[config.mk]
export PLATFORM = sky130hd
export DESIGN_NAME = div_seq_param
export DESIGN_NICKNAME = d
export VERILOG_FILES = /design/src/rtl/div_pkg.sv /design/src/rtl/div_cmp_sub.sv /design/src/rtl/div_seq_param.sv
export SDC_FILE = /design/constraint.sdc
export NUM_CORES = 1
export LEC_CHECK = 0
export CAP_MARGIN = 10
export CORE_ASPECT_RATIO = 1.2
export CORE_MARGIN = 8
export CORE_UTILIZATION = 45
export DETAILED_ROUTE_END_ITERATION = 8
export PLACE_DENSITY = 0.68
export SKIP_CTS_REPAIR_TIMING = 1
export SLEW_MARGIN = 20
export SYNTH_ARGS = -nofsm -noshare
export SYNTH_HDL_FRONTEND = slang
export SYNTH_SLANG_ARGS = --single-unit
[constraint.sdc]
create_clock -name clk -period 2.6 [get_ports clk]
set_input_delay 0.39 -clock clk [delete_from_list [all_inputs] [get_ports clk]]
set_output_delay 0.39 -clock clk [all_outputs]
set_load 0.02 [all_outputs]
[src/rtl/div_pkg.sv]
// div_pkg: shared state encoding and counter sizing for the sequential divider
package div_pkg;
    typedef enum logic [1:0] {IDLE = 2'b00, OP = 2'b01, FIX = 2'b10, DONE = 2'b11} state_t;
    localparam int CNT_EXTRA = 1;
endpackage

[src/rtl/div_cmp_sub.sv]
// div_cmp_sub: one restoring compare-subtract step on a W+1-bit shifted partial remainder
module div_cmp_sub #(
    parameter int W = 8
) (
    input  logic [W:0]   rem_i,
    input  logic [W-1:0] dvsr_i,
    output logic [W-1:0] rem_o,
    output logic         q_o
);
    logic [W:0] diff;
    always_comb begin
        diff  = rem_i - {1'b0, dvsr_i};
        q_o   = rem_i >= {1'b0, dvsr_i};
        rem_o = q_o ? diff[W-1:0] : rem_i[W-1:0];
    end
endmodule

[src/rtl/div_seq_param.sv]
// div_seq_param: W-cycle restoring divider, signed or unsigned, with divide-by-zero and overflow flags
module div_seq_param
    import div_pkg::*;
#(
    parameter int W = 8
) (
    input  logic         clk,
    input  logic         reset,
    input  logic         start,
    input  logic         signed_mode,
    input  logic [W-1:0] dvnd,
    input  logic [W-1:0] dvsr,
    output logic         ready,
    output logic         done_tick,
    output logic [W-1:0] quo,
    output logic [W-1:0] rmd,
    output logic         dbz,
    output logic         ovf
);
    localparam int CBIT = $clog2(W) + CNT_EXTRA;

    state_t          state_q, state_d;
    logic [W-1:0]    quo_q, quo_d, rem_q, rem_d, dvsr_q, dvsr_d;
    logic [CBIT-1:0] cnt_q, cnt_d;
    logic            qneg_q, qneg_d, rneg_q, rneg_d, dbz_q, dbz_d, ovf_q, ovf_d;
    logic [W-1:0]    step_rem, dvnd_abs, dvsr_abs;
    logic            step_q, dvnd_neg, dvsr_neg;

    // quo_q doubles as the dividend shift register while iterating
    div_cmp_sub #(.W(W)) u_step (
        .rem_i ({rem_q, quo_q[W-1]}),
        .dvsr_i(dvsr_q),
        .rem_o (step_rem),
        .q_o   (step_q)
    );

    always_comb begin
        dvnd_neg = signed_mode & dvnd[W-1];
        dvsr_neg = signed_mode & dvsr[W-1];
        dvnd_abs = dvnd_neg ? -dvnd : dvnd;
        dvsr_abs = dvsr_neg ? -dvsr : dvsr;
        state_d  = state_q;
        quo_d    = quo_q;
        rem_d    = rem_q;
        dvsr_d   = dvsr_q;
        cnt_d    = cnt_q;
        qneg_d   = qneg_q;
        rneg_d   = rneg_q;
        dbz_d    = dbz_q;
        ovf_d    = ovf_q;
        case (state_q)
            IDLE: if (start) begin
                dvsr_d  = dvsr_abs;
                cnt_d   = '0;
                qneg_d  = dvnd_neg ^ dvsr_neg;
                rneg_d  = dvnd_neg;
                dbz_d   = dvsr == '0;
                ovf_d   = signed_mode && dvnd == {1'b1, {(W-1){1'b0}}} && dvsr == '1;
                quo_d   = dbz_d ? '1 : dvnd_abs;
                rem_d   = dbz_d ? dvnd : '0;
                state_d = dbz_d ? DONE : OP;
            end
            OP: begin
                quo_d   = {quo_q[W-2:0], step_q};
                rem_d   = step_rem;
                cnt_d   = cnt_q + 1'b1;
                state_d = cnt_q == CBIT'(W - 1) ? FIX : OP;
            end
            FIX: begin
                quo_d   = qneg_q ? -quo_q : quo_q;
                rem_d   = rneg_q ? -rem_q : rem_q;
                state_d = DONE;
            end
            default: state_d = IDLE;
        endcase
    end

    always_ff @(posedge clk) begin
        if (reset) begin
            state_q <= IDLE;
            quo_q   <= '0;
            rem_q   <= '0;
            dvsr_q  <= '0;
            cnt_q   <= '0;
            qneg_q  <= 1'b0;
            rneg_q  <= 1'b0;
            dbz_q   <= 1'b0;
            ovf_q   <= 1'b0;
        end else begin
            state_q <= state_d;
            quo_q   <= quo_d;
            rem_q   <= rem_d;
            dvsr_q  <= dvsr_d;
            cnt_q   <= cnt_d;
            qneg_q  <= qneg_d;
            rneg_q  <= rneg_d;
            dbz_q   <= dbz_d;
            ovf_q   <= ovf_d;
        end
    end

    assign ready     = state_q == IDLE;
    assign done_tick = state_q == DONE;
    assign quo       = quo_q;
    assign rmd       = rem_q;
    assign dbz       = dbz_q;
    assign ovf       = ovf_q;
endmodule

==> results.sh <==
export IMPL_status="finished, final reports clean"
export IMPL_ys_flop_type="dfxtp_1"
export IMPL_initial_utilization_pct=46.7
export IMPL_ys_warn_count=0
export IMPL_slew_headroom_pct=42.9
export IMPL_rows=30
export IMPL_area_growth_pct=25.2
export IMPL_cp_buffers_inverters=1
export IMPL_finalSetupViolCount=0
export IMPL_endpoint_kind="register"
export IMPL_synth_edf_count=0
export IMPL_cts_tree="built"
export IMPL_finalSetupTns_ns=0
export IMPL_dp_hpwl_um=5640
export IMPL_seq_area_frac_synth_pct=25.7
export IMPL_drive_gt1_share_pct=9.27
export IMPL_die_w_um=86.0
export IMPL_synth_seq_cells=34
export IMPL_h_tree_depth=2
export IMPL_core_area_um2=5670
export IMPL_slowest_stage="mux2_2"
export IMPL_dr_first_iter_drc_count=128
export IMPL_syn_avg_cell_area_um2=7.63
export IMPL_slew_violations=0
export IMPL_port_buffers=39
export IMPL_async_flop_share_pct=0
export IMPL_crit_family="compound AO/OA/AOI/OAI gates"
export IMPL_cpPeakStageDelay_ns=0.38
export IMPL_maxCapViolCount=0
export IMPL_grt_pass1_wl_um=12100
export IMPL_syn_nets=386
export IMPL_drtPass1Iterations=4
export IMPL_grt_overflow_total=0
export IMPL_crit_chain="inv_1 -> ha_1 -> a21o_1 -> a221o_1 -> a21oi_2 -> mux2_2 -> nand3_1 -> a221oi_1"
export IMPL_finalCritPeriodShare_pct=90.3
export IMPL_irDropWorstVdd_mv=0.324
export IMPL_n_antenna_cell=0
export IMPL_worstSetupPathType="register to register"
export IMPL_dr_total_vias=2678
export IMPL_total_power_uw=1730
export IMPL_cts_buffers=5
export IMPL_p_per_area_nw_per_um2=522
export IMPL_route_detailed_drc=0
export IMPL_critPathMaxFanout=6
export IMPL_ant_nets=0
export IMPL_wire_per_inst_um=15.1
export IMPL_tightest_slew_ns=0.854
export IMPL_ioPinCount=40
export IMPL_mappedNetlistArea_um2=2650
export IMPL_via_per_inst=5.59
export IMPL_grt_use_total_pct=17.1
export IMPL_fin_skew_ns=0.00450
export IMPL_fin_crit_ns=2.35
export IMPL_power_leakage_uw=0.00131
export IMPL_grt_max_degree=22
export IMPL_cp_data_required_time_ns=2.72
export IMPL_grt_pass1_vias=2574
export IMPL_hold_path_class="register to register"
export IMPL_nNetsFinal=437
export IMPL_antenna_found_initial=0
export IMPL_root_buffer="clkbuf_8"
export IMPL_clockBufferDepth=2
export IMPL_wl_um=7250
export IMPL_yosysUniqueCellTypes=57
export IMPL_cp_data_arrival_time_ns=2.47
export IMPL_rsz0062_at_grt="false"
export IMPL_cts_num_sinks=34
export IMPL_synthCells=347
export IMPL_die_y_um=100
export IMPL_cp_start_kind="register"
export IMPL_clk_latency_ns=0.29
export IMPL_die_area_um2=8600
export IMPL_hold_viol=0
export IMPL_clk_pin_slew_ns=0.07
export IMPL_gp_congestion=0.838
export IMPL_fmax_ghz=0.426
layout make-up:
cell class              instances  area [um2]
fillers                       525        2350
multi-input cells             276        1820
flip-flops and latches         34         681
repair buffers                 58         533
well taps                      80         100
inverters                      23        86.3
clock buffers                   6        82.6
clock inverters                 2        12.5
sequential cells by signal, summed over array words and instances, names as in the netlist:
register and count:
rmd 8, ovf 1, state_q 2, quo 8, dvsr_q 8, rneg_q 1, cnt_q 4, dbz 1
qneg_q 1
power breakdown:
part | internal (uW) | switching, uW
registers | 560 | 39.1
clock network | 213 | 205
logic | 331 | 381
total | 1100 | 625
cell usage after synthesis, types with 3 or more instances:
cell type | number | share of area [%]
nand3_1 | 8 | 1.5
o21ai_0 | 10 | 1.9
inv_1 | 23 | 3.3
xnor2_1 | 17 | 5.6
a211oi_1 | 9 | 2.6
o21ai_1 | 3 | 0.57
ha_1 | 18 | 8.5
a22oi_1 | 4 | 1.1
a31oi_1 | 3 | 0.71
a211o_1 | 3 | 0.99
nor3_1 | 14 | 2.6
xor2_1 | 6 | 2.0
nand4_1 | 4 | 0.95
a21o_1 | 4 | 1.1
nand2_1 | 32 | 4.5
a32oi_1 | 3 | 0.99
a311oi_1 | 4 | 1.3
a21oi_1 | 29 | 5.5
nor2_1 | 43 | 6.1
mux2i_1 | 8 | 3.0
nor2b_1 | 5 | 1.2
dfxtp_1 | 34 | 26
nand2b_1 | 4 | 0.95
clkbuf_1 | 11 | 1.6
a221oi_1 | 7 | 2.3
through the flow:
step / cells / utilization, % / setup WS [ns] / hold WS (ns) / cell area (um2)
2_1_floorplan: 347 / - / 0.324 / 0.432 / 2650
6_report: 479 / 58.5 / 0.253 / 0.461 / 3310
5_1_grt: 479 / 58.5 / 0.107 / 0.482 / 3310
3_3_place_gp: 471 / 56.8 / 0.179 / 0.447 / 3220
3_5_place_dp: 471 / 56.8 / 0.0538 / 0.451 / 3220
4_1_cts: 479 / 58.5 / 0.235 / 0.461 / 3310
layer usage:
metal	up-vias	global-route usage (%)	wire length, um
li1	1366	-	-
met2	56	31.0	3720
met3	8	2.70	272
met1	1248	19.8	3180
met4	0	5.27	81
met5	-	0	0
worst min-delay path, cell delays in order, from the launching register on:
cell and delay, ns:
dfxtp_1 0.32, nand2_1 0.05, a21oi_1 0.05
cell usage in the layout, fill, tap and decap left out, types with 3 or more instances in the layout:
cell type | Yosys | layout
nor2_1 | 43 | 43
clkdlybuf4s50_1 | 0 | 39
dfxtp_1 | 34 | 34
nand2_1 | 32 | 32
a21oi_1 | 29 | 29
inv_1 | 23 | 23
buf_4 | 0 | 19
ha_1 | 18 | 18
xnor2_1 | 17 | 17
nor3_1 | 14 | 14
o21ai_0 | 10 | 10
a211oi_1 | 9 | 9
nand3_1 | 8 | 8
mux2i_1 | 8 | 8
a221oi_1 | 7 | 7
xor2_1 | 6 | 6
clkbuf_8 | 0 | 6
nor2b_1 | 5 | 5
a311oi_1 | 4 | 4
nand2b_1 | 4 | 4
a21o_1 | 4 | 4
a22oi_1 | 4 | 4
nand4_1 | 4 | 4
o21ai_1 | 3 | 3
a32oi_1 | 3 | 3
a211o_1 | 3 | 3
a31oi_1 | 3 | 3
path summary, 6_finish.rpt:
path	cells past startpoint	to	slack [ns]	startpoint
setup reg to reg	8	rmd[1]$_SDFFE_PP0P_	0.25	dvsr_q[4]$_SDFFE_PP0P_
setup / recovery	8	rmd[1]$_SDFFE_PP0P_	0.25	dvsr_q[4]$_SDFFE_PP0P_
hold / removal	2	ovf$_SDFFE_PP0P_	0.46	ovf$_SDFFE_PP0P_
hold reg to reg	2	ovf$_SDFFE_PP0P_	0.46	ovf$_SDFFE_PP0P_
logic make-up after synthesis:
logic type,Yosys count,synth area share (%)
xor gates and xnor gates,23,7.61
AOI/OAI and AO/OA,96,24.9
DFF,34,25.7
buffers and inverters,37,5.58
muxes,9,3.45
and+or+nand+nor,129,23.5
adders and majority gates,19,9.26
Power figures use the tool's default switching activity.
